### src/rtl/instr_encoder.sv
// RV32I instruction encoder with a 2-entry output FIFO and a saturating count of rejected requests.
// Optional ENC_IMM_CHECK_EN: treats shift imm[11:5] != 0 and lw with rd == 0 as illegal.
// state | meaning
// EMPTY | no entries, ins_valid low
// ONE   | head entry valid
// FULL  | head and tail valid, req_ready low
module instr_encoder #(
    parameter int ERRW = 8
) (
    input  logic            clk,
    input  logic            rst,
    input  logic            req_valid,
    output logic            req_ready,
    input  logic [1:0]      req_fmt,
    input  logic [3:0]      req_op,
    input  logic [4:0]      req_rd,
    input  logic [4:0]      req_rs1,
    input  logic [4:0]      req_rs2,
    input  logic [11:0]     req_imm,
    output logic            ins_valid,
    input  logic            ins_ready,
    output logic [31:0]     ins_word,
    output logic            err,
    output logic [ERRW-1:0] err_cnt
);
    typedef enum logic [1:0] {EMPTY, ONE, FULL} state_t;

    state_t            state_q, state_d;
    logic [31:0]       head_q, head_d, tail_q, tail_d;
    logic              err_q, err_d;
    logic [ERRW-1:0]   err_cnt_q, err_cnt_d;

    logic        legal, is_shift, accept, push, pop;
    logic [2:0]  f3;
    logic [6:0]  f7;
    logic [31:0] enc_word;

    always_comb begin
        f3       = 3'b000;
        f7       = 7'b0000000;
        legal    = 1'b0;
        is_shift = (req_fmt == 2'b01) &&
                   (req_op == 4'b0000 || req_op == 4'b0001 || req_op == 4'b0010);
        case (req_op)
            4'b0000: f3 = 3'b001;
            4'b0001: f3 = 3'b101;
            4'b0010: f3 = 3'b101;
            4'b1011: f3 = 3'b010;
            4'b1100: f3 = 3'b011;
            4'b1001: f3 = 3'b100;
            4'b1000: f3 = 3'b110;
            4'b0111: f3 = 3'b111;
            default: f3 = 3'b000;
        endcase
        if (req_op == 4'b0110 || req_op == 4'b0001) f7 = 7'b0100000;
        case (req_fmt)
            2'b00: legal = (req_op == 4'b0101) || (req_op == 4'b0110) || (req_op == 4'b0111) ||
                           (req_op == 4'b1000) || (req_op == 4'b1011) || (req_op == 4'b1100);
            2'b01: legal = (req_op == 4'b0101) || (req_op == 4'b0111) || (req_op == 4'b1000) ||
                           (req_op == 4'b1001) || (req_op == 4'b1011) || is_shift;
            default: legal = (req_op == 4'b0101);
        endcase
`ifdef ENC_IMM_CHECK_EN
        if (is_shift && req_imm[11:5] != 7'd0) legal = 1'b0;
        if (req_fmt == 2'b10 && req_rd == 5'd0) legal = 1'b0;
`endif
        case (req_fmt)
            2'b00: enc_word = {f7, req_rs2, req_rs1, f3, req_rd, 7'b0110011};
            2'b01: enc_word = is_shift ? {f7, req_imm[4:0], req_rs1, f3, req_rd, 7'b0010011}
                                       : {req_imm, req_rs1, f3, req_rd, 7'b0010011};
            2'b10: enc_word = {req_imm, req_rs1, 3'b010, req_rd, 7'b0000011};
            default: enc_word = {req_imm[11:5], req_rs2, req_rs1, 3'b010, req_imm[4:0], 7'b0100011};
        endcase
    end

    assign req_ready = (state_q != FULL);
    assign ins_valid = (state_q != EMPTY);
    assign ins_word  = head_q;
    assign err       = err_q;
    assign err_cnt   = err_cnt_q;

    assign accept = req_valid & req_ready;
    assign push   = accept & legal;
    assign pop    = ins_valid & ins_ready;

    always_comb begin
        state_d   = state_q;
        head_d    = head_q;
        tail_d    = tail_q;
        err_d     = accept & ~legal;
        err_cnt_d = err_cnt_q;
        if (err_d && !(&err_cnt_q)) err_cnt_d = err_cnt_q + 1'b1;
        case (state_q)
            EMPTY: if (push) begin
                head_d  = enc_word;
                state_d = ONE;
            end
            ONE: begin
                if (push && pop) begin
                    head_d = enc_word;
                end else if (push) begin
                    tail_d  = enc_word;
                    state_d = FULL;
                end else if (pop) begin
                    state_d = EMPTY;
                end
            end
            FULL: if (pop) begin
                head_d  = tail_q;
                state_d = ONE;
            end
            default: state_d = EMPTY;
        endcase
    end

    always_ff @(posedge clk) begin
        if (rst) begin
            state_q   <= EMPTY;
            head_q    <= '0;
            tail_q    <= '0;
            err_q     <= 1'b0;
            err_cnt_q <= '0;
        end else begin
            state_q   <= state_d;
            head_q    <= head_d;
            tail_q    <= tail_d;
            err_q     <= err_d;
            err_cnt_q <= err_cnt_d;
        end
    end
endmodule

### config.mk
export PLATFORM = sky130hd
export DESIGN_NAME = instr_encoder
export DESIGN_NICKNAME = d
export VERILOG_FILES = /design/src/rtl/instr_encoder.sv
export SDC_FILE = /design/constraint.sdc
export NUM_CORES = 1
export LEC_CHECK = 0
export CAP_MARGIN = 0
export CORE_ASPECT_RATIO = 1.5
export CORE_UTILIZATION = 30
export DETAILED_ROUTE_END_ITERATION = 7
export GPL_ROUTABILITY_DRIVEN = 0
export PLACE_DENSITY = 0.59
export SLEW_MARGIN = 20
export SYNTH_ARGS = -nofsm -noshare
export SYNTH_HDL_FRONTEND = slang
export SYNTH_SLANG_ARGS = --single-unit
### constraint.sdc
create_clock -name clk -period 7.18 [get_ports clk]
set_clock_uncertainty 0.15 [all_clocks]
set_input_delay 0.718 -clock clk [delete_from_list [all_inputs] [get_ports clk]]
set_output_delay 0.718 -clock clk [all_outputs]
set_load 0.01 [all_outputs]
======== After elaboration in Yosys (flattened, before gate mapping) ========
Memories as Yosys holds them, arrays and structs flattened.
Index checks and enable logic that the tools add are counted.
word-level totals
  logic and storage cells ................. 72
  bits in read-only memories .............. 48
  output and inout bits ................... 43
  memories ................................ 1
  flip-flop bits (word level) ............. 75
  input bits .............................. 37
  bits in writable memories ............... 0
  latch bits .............................. 0
memory list
  memory           depth  width  rd ports  clocked after Yosys merged registers in  write ports  RTL line  source
  (no name shown)  16     3      1         0                                        0            44        case (req_op)
cells by class
  shifts and indexed selects .............. 0
  $add $sub $neg .......................... 1
  bitwise gates (word level) .............. 6
  divide/modulo/power cells ............... 0
  $lt $le $gt $ge ......................... 0
  reduce and logical (&&, ||, !) cells .... 26
  multiplexer cells ....................... 14
  equality and inequality tests ........... 19
  multiply operators ...................... 0
operators with widths
  operator                                                          number
  32-bit one-hot mux with 3 select lines                            2
  32-bit two-way mux                                                4
  4-bit == test (second input constant)                             4
  1-bit logical OR                                                  13
  4-bit by 3-bit == test with 1-bit output (second input constant)  3
  2-bit two-way mux                                                 5
  2-bit != test (second input constant)                             5
  8-bit by 1-bit adder with 8-bit output (second input constant)    1
  4-bit AND reduction                                               2
  8-bit AND reduction                                               1
  6-bit two-way mux                                                 1
  2-bit one-hot mux with 3 select lines                             1
  1-bit AND                                                         4
  2-bit by 1-bit == test with 1-bit output (second input constant)  2
  2-bit == test (second input constant)                             2
  4-bit by 1-bit == test with 1-bit output (second input constant)  1
  4-bit by 2-bit == test with 1-bit output (second input constant)  1
  2-bit zero test                                                   2
  4-bit zero test                                                   1
  1-bit logical AND                                                 3
  3-bit != test (second input constant)                             1
  3-bit AND reduction                                               1
  3-bit nonzero test                                                1
  1-bit NOT                                                         2
  other kinds (3)                                                   3

======== Logic depth before layout (Yosys ltp) ========
  word-level depth ........................ 11
  mapped depth ............................ 10
  depth with buffers taken out ............ 8

======== Worst setup path after synthesis ========
No wires, ideal clock.
  path type ............................... input to register
  start ................................... in req_op[0]
  end ..................................... reg err_cnt_q[4] (netlist: err_cnt[4])
  buffers on the path ..................... 0
  stages .................................. 8
  slack ................................... 4317 ps
  arrival ................................. 2589 ps
  cell sequence ........................... inv_1 ha_1 a211o_1 a21oi_1 a31oi_4 nor4bb_1 and3_1 mux2_1
between the ends
  cells in the longest elaborated chain, start to end .. 10
  elaborated cells on any way between the ends .. 27
  classes of those cells .................. 9 x eq/ne; 1 x mux; 2 x bitwise; 15 x reduce/logical
RTL lines
  element                                                      RTL line    source
  from (decl)                                                  15          input logic [3:0] req_op,
  4-bit by 3-bit == test with 1-bit output (on tied branches)  57, 59, 61
  1-bit logical OR (on tied branches) (3 in a row)             59, 57
  1-bit logical OR (on tied branches) (2 in a row)             60, 58
  1-bit one-hot mux with 2 select lines (*)                    56          case (req_fmt)
  1-bit NOT (*)                                                90          err_d = accept & ~legal;
  1-bit AND (*)                                                90
  1-bit logical AND (*)                                        92          if (err_d && !(&err_cnt_q)) err_cnt_d = err_cnt_q + 1'b1;
  to (signal assigned)                                         128         err_cnt_q <= err_cnt_d;
  to (decl)                                                    31          logic [ERRW-1:0] err_cnt_q, err_cnt_d;
Mark *: on every way between the ends. The rest lies on a longest branch, timed or not.
A chain may end at the register's enable or synchronous reset.

======== Final worst setup path ========
  start ................................... in req_op[1]
  end ..................................... reg tail_q[20]
between the ends
  cells in the longest elaborated chain, start to end .. 11
  elaborated cells on any way between the ends .. 28
  classes of those cells .................. 9 x eq/ne; 1 x mux; 2 x bitwise; 16 x reduce/logical
RTL lines
  element                                                      RTL line    source
  4-bit by 3-bit == test with 1-bit output (on tied branches)  57, 59, 61
  1-bit logical OR (on tied branches) (3 in a row)             59, 57
  1-bit logical OR (on tied branches) (2 in a row)             60, 58
  1-bit one-hot mux with 2 select lines (*)                    56
  1-bit AND (*)                                                83          assign push = accept & legal;
  1-bit logical AND                                            99          if (push && pop) begin
  1-bit NOT (no line)                                          -
  3-bit AND reduction (no line) (*)                            -
  to (signal assigned)                                         126         tail_q <= tail_d;
  to (decl)                                                    29          logic [31:0] head_q, head_d, tail_q, tail_d;
Marked as above.

==> impl_metrics.tcl <==
set metrics [dict create \
    vias 3140 \
    total_leakage_power_nw 1.63 \
    cts_max_level 3 \
    hold_buffers 0 \
    cp.arrival_ps 3750 \
    antenna_found_initial 0 \
    die_h_um 131 \
    routed-wl-met3_um 373 \
    ys_seq_area_frac 0.401 \
    final_cells 615 \
    synth_edf_count 0 \
    setup_tns_ps 0 \
    rows 46 \
    critical-path-slowest-cell "and4b_1" \
    clockBufferDepth 2 \
    fmax_ghz 0.274 \
    status "finished clean" \
    met2_wirelength_mm 4.53 \
    multi_input_area_um2 1790 \
    path_max_fanout 29 \
    cts_resized 0 \
    top_layer_used "met4" \
    start_kind "input pin" \
    hp-class "reg2reg" \
    placedCellCount 599 \
    drc 0 \
    synth_area_um2 3340 \
    grt_overflow 0 \
    grt_pass1_vias 2972 \
    drive_gt1_frac 0.0658 \
    place_area_um2 4130 \
    rsz0062_at_grt "no" \
    ys_seq_elements 67 \
    finalCritPeriodShare 0.509 \
    grt_usage 0.160 \
    syn_area_per_cell_um2 8.13 \
    cts_root_buffer "clkbuf_16" \
    fillers 1103 \
    via_per_inst 5.11 \
    synth-main-ff-cell "dfxtp_1" \
    crit_path_end_kind "flip-flop" \
    timing.final.hold_violations 0 \
    fin_crit_ps 3650 \
    wl_mm 9.01 \
    clk_pin_slew_worst_paths_ps 60 \
    fin_hold_ws_ps 305 \
    path_cells "clkdlybuf4s50_1 -> inv_1 -> ha_1 -> inv_1 -> a2111o_1 -> a31oi_4 -> and4b_1 -> buf_4 -> nor2_1 -> a211oi_1" \
    seq_area_um2 1340 \
    die_w_um 88.2 \
    n_antenna_cell 0 \
    boundaryPins 80 \
    final_antenna_net_count 0 \
    setup_viol 0 \
    first_pass_iters 5 \
    insertion_delay_ps 330 \
    dpl.hpwl_mm 6.31 \
    core_um2 10700 \
    cts_buffers 9 \
    path_common_cell "inv_1" \
    finalMaxSlewViolations 0 \
    drv_cap 0 \
    wl_met1_mm 3.90 \
    yosys_warnings 0 \
    synth-async-reset-ratio 0 \
    design_area_um2 4470 \
    crit_required_ps 7270 \
    start_util 0.312 \
    cts_tree "built" \
    syn_to_final_growth_pct 33.6 \
    netlist_instances 411 \
    max-slew-margin-rel 0.352 \
    post_cts.repair.setup_buffers 0 \
    cts.sinks 67 \
    synth_cell_types 50 \
    total_power_w 0.00107 \
    ir_drop_v 0.0000960 \
    die_area_um2 11600 \
    wl_per_cell_um 14.6 \
    path_class "in2reg" \
    nNetsFinal 514 \
    grt_max_degree 69 \
    first_iter_violations 173 \
    powerDensity_nw_per_um2 239 \
    grt_pass1_wl_mm 14.5 \
    worst_slew_pin_slew_ps 971 \
    io_buffers 76 \
    critPathMaxStageDelay_ps 600 \
]
-- Yosys cell counts, drive strengths merged (2+ instances only) --
cell,count,area (µm²)
nor2b,5,31.3
o21ai,29,145
inv,8,30.0
a22oi,11,87.6
mux2,4,45.0
a222oi,6,60.1
nor3b,2,20.0
and3,5,31.3
a311oi,7,61.3
nand2,54,203
xnor2,2,17.5
ha,11,138
nor3,28,140
a21oi,19,95.1
nand4b,3,32.5
buf,17,108
or2,2,12.5
nand3,12,60.1
mux2i,3,30.0
a211oi,27,203
nor2,46,173
clkbuf,20,76.3
dfxtp,67,1340
o31ai,2,15.0
and4b,4,40.0
-- state kept, by name (all words and copies together), names as in the netlist --
signal    cells
state_q       2
err_cnt       8
err           1
tail_q       28
ins_word     28
-- final timing paths --
kind / from / endpoint / slack, ps / cells past startpoint
min reg2reg: tail_q[19]$_SDFFE_PP0P_ / tail_q[19]$_SDFFE_PP0P_ / 300 / 2
max reg2reg: state_q[1]$_SDFFE_PP0P_ / err_cnt[4]$_SDFFE_PP0P_ / 4320 / 7
max: req_op[1] / tail_q[20]$_SDFFE_PP0P_ / 3530 / 10
min: tail_q[19]$_SDFFE_PP0P_ / tail_q[19]$_SDFFE_PP0P_ / 300 / 2
-- layout by cell type (no fill, tap or decap), types with 2 or more instances in the layout --
cell type,instances
a222oi_1,6
dfxtp_1,67
a21oi_1,19
or2_2,2
clkdlybuf4s50_1,75
mux2i_1,3
clkinv_2,2
clkbuf_16,9
conb_1,3
a311oi_1,7
o21ai_0,29
buf_4,3
ha_1,11
and3_1,5
mux2_2,3
o31ai_1,2
and4b_1,4
nor2_1,46
nand3_1,12
a211oi_1,27
xnor2_1,2
nor3_1,28
bufinv_16,3
nor2b_1,5
a22oi_1,10
inv_1,7
nand2_1,54
nand4b_1,2
-- layout make-up --
| type | count | area share |
|---|---|---|
| repair buffers | 79 | 0.174 |
| multi-input cells | 300 | 0.401 |
| well taps | 144 | 0.0403 |
| clock buffers | 9 | 0.0504 |
| inverters | 9 | 0.00756 |
| clock inverters | 7 | 0.0261 |
| flip-flops and latches | 67 | 0.300 |
-- logic make-up (layout without fill, tap and decap cells) --
kind of cell             after synthesis  after routing  share of synthesized area
AND/OR/NAND/NOR                      165            165                      0.231
AO/OA/AOI/OAI                        112            112                      0.233
flip-flops                            67             67                      0.401
buffers and inverters                 46            104                     0.0651
adder cells (fa/ha/maj)               11             11                     0.0412
multiplexers                           7              7                     0.0225
XOR/XNOR                               2              2                    0.00524
other                                  1              3                    0.00112
-- through the flow --
step,utilization,setup slack [ps]
final,0.417,3530
after detailed placement,0.385,3180
after global routing,0.417,3230
after CTS,0.417,3530
after global placement,0.385,3200
after floorplan,-,4320
-- report_power, final --
group | internal (W) | switching (W) | total (W)
logic | 0.0000782 | 0.0000835 | 0.000162
clock network | 0.000338 | 0.000165 | 0.000503
registers | 0.000390 | 0.0000114 | 0.000402
-- critical path: cells and delay by family --
kind                       cells  cell delay [ps]
buffers and inverters          4             1080
AOI/OAI and AO/OA              3             1020
and+or+nand+nor                2              680
adders and majority gates      1              230
-- routing by layer --
layer,global-route usage,up-vias
li1,-,1584
met1,0.194,1464
met2,0.267,77
met3,0.0345,15
met4,0.0681,0
met5,0,-
(Power assumes the default switching activity.)
